==> config.mk <==
export PLATFORM = sky130hd
export DESIGN_NAME = mem_arbiter
export DESIGN_NICKNAME = d
export VERILOG_FILES = /design/src/rtl/mem_arbiter.sv
export SDC_FILE = /design/constraint.sdc
export NUM_CORES = 1
export LEC_CHECK = 0
export ABC_CLOCK_PERIOD_IN_PS = 13500
export CORE_AREA = 4 4 305 307
export DETAILED_ROUTE_END_ITERATION = 16
export DIE_AREA = 0 0 309 311
export HOLD_SLACK_MARGIN = 0.05
export PLACE_DENSITY_LB_ADDON = 0.15
export SLEW_MARGIN = 20
export SYNTH_ARGS = -nofsm -noshare
export SYNTH_HDL_FRONTEND = slang
export SYNTH_SLANG_ARGS = --single-unit
==> constraint.sdc <==
create_clock -name clk -period 13.5 [get_ports clk]
set_input_delay 2.7 -clock clk [delete_from_list [all_inputs] [get_ports clk]]
set_output_delay 2.7 -clock clk [all_outputs]
set_load 0.02 [all_outputs]
==> src/rtl/mem_arbiter.sv <==
// Serializes icache fills, dcache fills and dcache writebacks onto one memory line port.
// Writebacks win; competing reads alternate; each completion is answered by a one-cycle pulse.
module mem_arbiter #(
  parameter int ARCH_BITS        = 32,
  parameter int MEMORY_LINE_BITS = 128
) (
  input  logic                        clk,
  input  logic                        rst,
  input  logic                        iReadMemReq,
  input  logic [ARCH_BITS-1:0]        iReadMemAddr,
  output logic [MEMORY_LINE_BITS-1:0] iReadMemData,
  output logic                        iReadMemLineValid,
  input  logic                        dReadMemReq,
  input  logic [ARCH_BITS-1:0]        dReadMemAddr,
  output logic [MEMORY_LINE_BITS-1:0] dReadMemData,
  output logic                        dReadMemLineValid,
  input  logic                        dWriteMemReq,
  input  logic [ARCH_BITS-1:0]        dWriteMemAddr,
  input  logic [MEMORY_LINE_BITS-1:0] dWriteMemLine,
  output logic                        dWriteMemAck,
  output logic                        memReq,
  output logic                        memWE,
  output logic [ARCH_BITS-1:0]        memAddr,
  output logic [MEMORY_LINE_BITS-1:0] memWData,
  input  logic                        memAck,
  input  logic [MEMORY_LINE_BITS-1:0] memRData
);

  typedef enum logic [2:0] {
    IDLE = 3'd0,
    DWR  = 3'd1,
    DRD  = 3'd2,
    IRD  = 3'd3,
    RESP = 3'd4
  } state_t;

  state_t                        r_state;
  state_t                        w_state_nxt;
  state_t                        r_owner;
  logic                          r_last_grant_d;
  logic                          r_mem_req;
  logic                          r_mem_we;
  logic [ARCH_BITS-1:0]          r_mem_addr;
  logic [MEMORY_LINE_BITS-1:0]   r_mem_wdata;
  logic [MEMORY_LINE_BITS-1:0]   r_i_data;
  logic [MEMORY_LINE_BITS-1:0]   r_d_data;
  logic [ARCH_BITS-1:0]          w_grant_addr;
  logic                          w_grant;
  logic                          w_busy;
  logic                          w_i_pulse;
  logic                          w_d_pulse;
  logic                          w_wr_ack;

  assign w_grant = (r_state == IDLE) && (w_state_nxt != IDLE);
  assign w_busy  = (r_state == DWR) || (r_state == DRD) || (r_state == IRD);

  // Next-state selection: grant priority in IDLE, wait for memAck, single RESP cycle
  always_comb begin
    w_state_nxt = r_state;
    case (r_state)
      IDLE: begin
        if (dWriteMemReq) begin
          w_state_nxt = DWR;
        end else if (dReadMemReq && iReadMemReq) begin
          w_state_nxt = r_last_grant_d ? IRD : DRD;
        end else if (dReadMemReq) begin
          w_state_nxt = DRD;
        end else if (iReadMemReq) begin
          w_state_nxt = IRD;
        end else begin
          w_state_nxt = IDLE;
        end
      end
      DWR, DRD, IRD: begin
        if (memAck) begin
          w_state_nxt = RESP;
        end else begin
          w_state_nxt = r_state;
        end
      end
      RESP:    w_state_nxt = IDLE;
      default: w_state_nxt = IDLE;
    endcase
  end

  // Address of the requester being granted this cycle
  always_comb begin
    w_grant_addr = r_mem_addr;
    case (w_state_nxt)
      DWR:     w_grant_addr = dWriteMemAddr;
      DRD:     w_grant_addr = dReadMemAddr;
      IRD:     w_grant_addr = iReadMemAddr;
      default: w_grant_addr = r_mem_addr;
    endcase
  end

  // A response is only delivered if its owner still asks for the same line
  always_comb begin
    w_i_pulse = 1'b0;
    w_d_pulse = 1'b0;
    w_wr_ack  = 1'b0;
    if (r_state == RESP) begin
      case (r_owner)
        DWR:     w_wr_ack  = dWriteMemReq && (dWriteMemAddr == r_mem_addr);
        DRD:     w_d_pulse = dReadMemReq && (dReadMemAddr == r_mem_addr);
        IRD:     w_i_pulse = iReadMemReq && (iReadMemAddr == r_mem_addr);
        default: w_wr_ack  = 1'b0;
      endcase
    end else begin
      w_i_pulse = 1'b0;
    end
  end

  // State register
  always_ff @(posedge clk or posedge rst) begin
    if (rst) begin
      r_state <= IDLE;
    end else begin
      r_state <= w_state_nxt;
    end
  end

  // Transaction registers: latched on grant, read data captured on memAck
  always_ff @(posedge clk or posedge rst) begin
    if (rst) begin
      r_owner        <= IDLE;
      r_last_grant_d <= 1'b0;
      r_mem_req      <= 1'b0;
      r_mem_we       <= 1'b0;
      r_mem_addr     <= '0;
      r_mem_wdata    <= '0;
      r_i_data       <= '0;
      r_d_data       <= '0;
    end else if (w_grant) begin
      r_owner    <= w_state_nxt;
      r_mem_req  <= 1'b1;
      r_mem_we   <= (w_state_nxt == DWR);
      r_mem_addr <= w_grant_addr;
      if (w_state_nxt == DWR) begin
        r_mem_wdata <= dWriteMemLine;
      end else begin
        r_last_grant_d <= (w_state_nxt == DRD);
      end
    end else if (w_busy && memAck) begin
      r_mem_req <= 1'b0;
      if (r_state == DRD) begin
        r_d_data <= memRData;
      end else if (r_state == IRD) begin
        r_i_data <= memRData;
      end
    end
  end

  assign memReq            = r_mem_req;
  assign memWE             = r_mem_we;
  assign memAddr           = r_mem_addr;
  assign memWData          = r_mem_wdata;
  assign iReadMemData      = r_i_data;
  assign dReadMemData      = r_d_data;
  assign iReadMemLineValid = w_i_pulse;
  assign dReadMemLineValid = w_d_pulse;
  assign dWriteMemAck      = w_wr_ack;

endmodule

==> run metrics, run 1 <==
CTS tree yes; Synth Net Count 1496; Die ar. 0.0961 mm^2; GP Congestion 0.857; actual slew at the worst max-slew pin 1.43 ns; top-area cell type share of the netlist area 59.7%; largest area contributor in the netlist dfrtp_1; CP arrival 4.95 ns; pre-CTS setup slack 5.86 ns; initial antenna violation count 16; PnR worst setup slack 5.85 ns; critical path class in2out; RSZ-0062 raised after global routing false; Hold Crit Class reg2reg; Post-Place Cells 3045; Pins Over Slew Limit 0; EDFF count, synth 0; outcome finished, final reports clean; total congestion overflow 0; f_max 131 MHz; Crit Reg-Reg Startpoint r_state[0]$_DFF_PP0_; post-layout util 31.5%; drt pass-1 iters 8; Post CTS Setup Buffer Count 0; Worst Path Max Fanout 2; Max Cap Viol 0; ratio of cells with drive above 1 in the final layout 24.6%; worst vdd ir 0.132 mV; synthesized area 0.0178 mm^2; r2r setup slk 9.69 ns; post-CTS resize count 0; Worst-Skew Late Latency 0.63 ns; Syn Inst Count 1138; combinational power share 49.9%; Worst Setup End Kind output pin; Setup crit start dReadMemAddr[3]; Async S/R FF share, synth 100%; Final ANT Viol Nets 0; CP endpoint dReadMemLineValid; min Tclk post-route 7.65 ns; Initial DRC Count 682; final wirelength 69700 um; clock buffer count from CTS 54; final worst path period share 56.7%; TNS Setup 0 ns; synth top area cells dfrtp_1 (60%), mux2_2 (18%), mux2_4 (8.3%); syn_area_per_cell 15.6 um^2; maximum root-to-sink buffer count 3; synth cell count leaders dfrtp_1 (425), mux2_2 (286), mux2_4 (98); Initial Util 19.8%; NumNets Final 2283; clock sinks 425; die width 309 um; dominant synthesized flop cell dfrtp_1; YS warnings 0; #FFs+latches synth 425; DR vias 12731; Pwr Density 259 mW/mm^2; Row Count 110; Rel. slew slack 4.74%; most common cell in the synthesized netlist dfrtp_1; largest net degree at the start of global routing 161; CP Data Required Time 10.80 ns; clk slew on worst S/H paths 0.05 ns; port bufs 778; DRC viols 0; number of global-route vias before repair 14081; Int Pwr 0.00458 W; area grow syn2layout 59.4%; post-DP HPWL 52200 um; Via density 4.04; non-filler cells, final 3152; NetSw 0.00276 W; CORE AREA 0.0900 mm^2; cell at the root of the clock tree clkbuf_16; Hold Slack 0.495 ns; All-Layer GR Usage 13.9%; Final setup viols 0; R2R Path End memWData[80]$_DFFE_PP0P_; Leak 11.7 nW; htree depth 2; critical path launch point type input pin; WL/cell 22.1 um; clock power share 18.9%; share of power burned in registers 31.2%; register area share after synthesis 59.7%; Final Hold Vio Count 0; Cell variety after synth 35; clock skew 0.0229 ns; DIE HEIGHT 311 um; first-pass GRT wire length 99500 um; cells on worst reg2reg path 5; Sw Share 37.6%; # IOs 779; Post-CTS Hold Buffers 0
area by class of cell:
cell class                 instances  area [um^2]
fill                            9057        61600
sequential                       425        10600
timing repair buffer             792         7920
multi-input combinational        647         6620
clock buffer                      80         1500
tap                             1176         1470
clock inverter                    14          175
antenna                           13         32.5
inverter                           5         22.5
per-layer routing:
layer  vias to the layer above  GRT usage [%]  wire (um)
li1                       5698              -          -
met1                      6411           14.0      24000
met2                       492           25.9      37400
met3                       124           4.61       5760
met4                         6           6.41       2510
met5                         -              0         41
state kept, by name (all words and copies together), names as in the netlist:
signal,count
memReq,1
dReadMemData,128
memWE,1
r_last_grant_d,1
iReadMemData,128
memWData,128
r_state,3
r_owner,3
memAddr,32
cell families after synthesis:
logic type / synth area share [%]
and+or+nand+nor: 2.75
AOI/OAI and AO/OA: 3.21
DFF: 59.7
xor gates and xnor gates: 4.72
buffers and inverters: 3.21
muxes: 26.4
worst max-delay path, cell delays in order:
cell and delay [ns]:
clkdlybuf4s50_1 0.48, xnor2_1 0.27, nand4_1 0.13, nor4_1 0.42, nand4_1 0.14, nor3_1 0.17
clkdlybuf4s50_1 0.64
power by group through the flow:
stage / Clock [W] / Combinational (W) / Sequential, W
after floorplan: 0 / 0.00126 / 0.00299
after global placement: 0 / 0.00371 / 0.00229
after detailed placement: 0 / 0.00371 / 0.00231
after CTS: 0.00147 / 0.00372 / 0.00230
after global routing: 0.00151 / 0.00385 / 0.00237
final: 0.00139 / 0.00366 / 0.00229
metrics by stage:
stage	instance area [um^2]	power [W]
global route	28400	0.00773
finish	28400	0.00734
detailed placement	26700	0.00602
global placement	26700	0.00601
CTS	28300	0.00749
floorplan	17800	0.00424
worst min-delay path by stage:
stage                                       from  slack [ns]                           end  cells past startpoint
floorplan                 r_owner[2]$_DFFE_PP0P_        0.45        r_owner[2]$_DFFE_PP0P_                      1
global placement               memWE$_DFFE_PP0P_        0.47             memWE$_DFFE_PP0P_                      1
detailed placement        r_owner[2]$_DFFE_PP0P_        0.49        r_owner[2]$_DFFE_PP0P_                      1
CTS                       r_owner[2]$_DFFE_PP0P_        0.50        r_owner[2]$_DFFE_PP0P_                      1
global route        iReadMemData[52]$_DFFE_PP0P_        0.51  iReadMemData[52]$_DFFE_PP0P_                      1
finish                    r_owner[2]$_DFFE_PP0P_        0.49        r_owner[2]$_DFFE_PP0P_                      1
cells in the final DEF, fill, tap and decap left out, types with 3 or more instances in the layout:
cell type | netlist | routed
clkinvlp_4 | 0 | 4
mux2_4 | 98 | 98
dfrtp_1 | 425 | 425
clkinv_2 | 0 | 5
nand3_1 | 5 | 4
nand4_1 | 8 | 8
clkdlybuf4s50_1 | 0 | 778
clkbuf_1 | 7 | 21
clkbuf_16 | 0 | 54
nand2b_1 | 3 | 3
nor3_1 | 4 | 4
a222oi_1 | 32 | 32
xnor2_1 | 18 | 18
clkbuf_8 | 0 | 5
xor2_1 | 78 | 78
diode_2 | 0 | 13
a21oi_1 | 34 | 34
inv_1 | 5 | 4
buf_4 | 6 | 12
nor2_1 | 38 | 36
nand2_1 | 3 | 3
nor4_1 | 22 | 22
mux2_2 | 286 | 286
Power figures use the tool's default switching activity.
==> inputs of run 2 (changes only) <==
Settings changed: ABC_CLOCK_PERIOD_IN_PS 13500 to 6800.
Clock period 13.5 ns to 6.8 ns, I/O delays scaled along.
==> run metrics, run 2 (synthesis gave the netlist of run 1 again) <==
CP Data Required Time 5.44 ns; Worst Path Max Fanout 2; area grow syn2layout 60.5%; DIE HEIGHT 311 um; critical path class in2out; CTS tree yes; ratio of cells with drive above 1 in the final layout 25.3%; Hold Crit Class reg2reg; Leak 11.8 nW; Rel. slew slack 31.7%; number of global-route vias before repair 14159; worst vdd ir 0.216 mV; Post CTS Setup Buffer Count 0; slowest stage cell, crit path clkdlybuf4s50_1; Hold Slack 0.482 ns; drt pass-1 iters 9; final worst path period share 73.2%; Worst Setup End Kind output pin; Max Cap Viol 0; Final Hold Vio Count 0; worst-path cell chain clkdlybuf4s50_1, xnor2_1, nand4_1, nor4_1, nand4_1, nor3_1, clkdlybuf4s50_1; htree depth 2; f_max 201 MHz; Via density 4.02; largest net degree at the start of global routing 155; critical path launch point type input pin; Row Count 110; initial antenna violation count 23; r2r setup slk 3.44 ns; area of the multi-input gates 0.00662 mm^2; Post-CTS Hold Buffers 0; Initial DRC Count 771; post-layout util 31.7%; total congestion overflow 0; first-pass GRT wire length 101000 um; final wirelength 70800 um; port bufs 778; Pins Over Slew Limit 0; Fillers 8989; Initial Util 19.8%; actual slew at the worst max-slew pin 1.03 ns; maximum root-to-sink buffer count 3; outcome finished, final reports clean; All-Layer GR Usage 14.1%; leading cell type in the layout, fill and taps excluded clkdlybuf4s50_1; CORE AREA 0.0900 mm^2; Final setup viols 0; Pwr Density 515 mW/mm^2; clock sinks 425; most frequent cells in the layout clkdlybuf4s50_1 (778), dfrtp_1 (425), mux2_2 (286); Final ANT Viol Nets 0; NumNets Final 2286; max incr delay on CP 0.65 ns; Worst-Skew Late Latency 0.59 ns; DR vias 12721; DRC viols 0; register area 0.0106 mm^2; cell at the root of the clock tree clkbuf_16; Die ar. 0.0961 mm^2; GP Congestion 0.850; min Tclk post-route 4.98 ns; post-CTS resize count 0; # IOs 779; clk slew on worst S/H paths 0.06 ns; clock buffer count from CTS 54; CP arrival 3.62 ns; RSZ-0062 raised after global routing false; WL/cell 22.4 um; die width 309 um; post-DP HPWL 53700 um; clock skew 0.0264 ns
-- run 2: changes by cell type in the layout (fill, tap and decap cells not counted), moves of 2 or more --
cell and change:
clkbuf_1 -10, clkinv_2 +4, bufinv_16 +2, buf_12 +3, diode_2 +8, clkbuf_8 +5
-- run 2: layer usage --
metal	vias up	global-route usage, %	wire length, um
li1	5709	-	-
met4	4	6.75	2750
met3	130	5.06	6240
met5	-	0	21
met2	516	25.8	37800
met1	6362	14.1	24000
-- run 2: cell type report --
| class | instances | area share, % |
|---|---|---|
| clock buffers | 75 | 5.36 |
| diodes | 21 | 0.184 |
| flip-flops and latches | 425 | 37.2 |
| inverters | 5 | 0.0788 |
| multi-input cells | 647 | 23.2 |
| well taps | 1176 | 5.15 |
| repair buffers | 795 | 28.0 |
| clock inverters | 21 | 0.832 |
-- run 2: stage by stage --
stage	instances	TNS (ns)	total power [W]	area, um^2	worst slack [ns]
3_5_place_dp	3047	0	0.0120	26700	1.77
5_1_grt	3165	0	0.0155	28600	1.73
2_1_floorplan	1138	-125.56	0.00843	17800	-0.295
3_3_place_gp	3047	0	0.0119	26700	1.78
4_1_cts	3143	0	0.0150	28500	1.77
6_report	3165	0	0.0147	28600	1.82
-- run 2: final timing paths --
| path | cells after the start | to | startpoint |
|---|---|---|---|
| setup / recovery | 7 | dReadMemLineValid | dReadMemAddr[3] |
| hold / removal | 1 | memWE$_DFFE_PP0P_ | memWE$_DFFE_PP0P_ |
| setup reg to reg | 5 | iReadMemData[86]$_DFFE_PP0P_ | r_state[0]$_DFF_PP0_ |
| max in group asynchronous | 3 | memWData[104]$_DFFE_PP0P_ | rst |
| min in group asynchronous | 2 | memWData[75]$_DFFE_PP0P_ | rst |
| hold reg to reg | 1 | memWE$_DFFE_PP0P_ | memWE$_DFFE_PP0P_ |
-- run 2: where the power goes --
part	leakage (nW)	internal [W]	switching [W]
logic	5.80	0.00376	0.00354
clock network	0.862	0.00172	0.00115
registers	5.17	0.00375	0.000805
-- run 2: critical path, delay by kind of cell --
family	cells	cell delay (ns)
XOR/XNOR	1	0.25
buffers and inverters	2	1.12
AND/OR/NAND/NOR	4	0.89
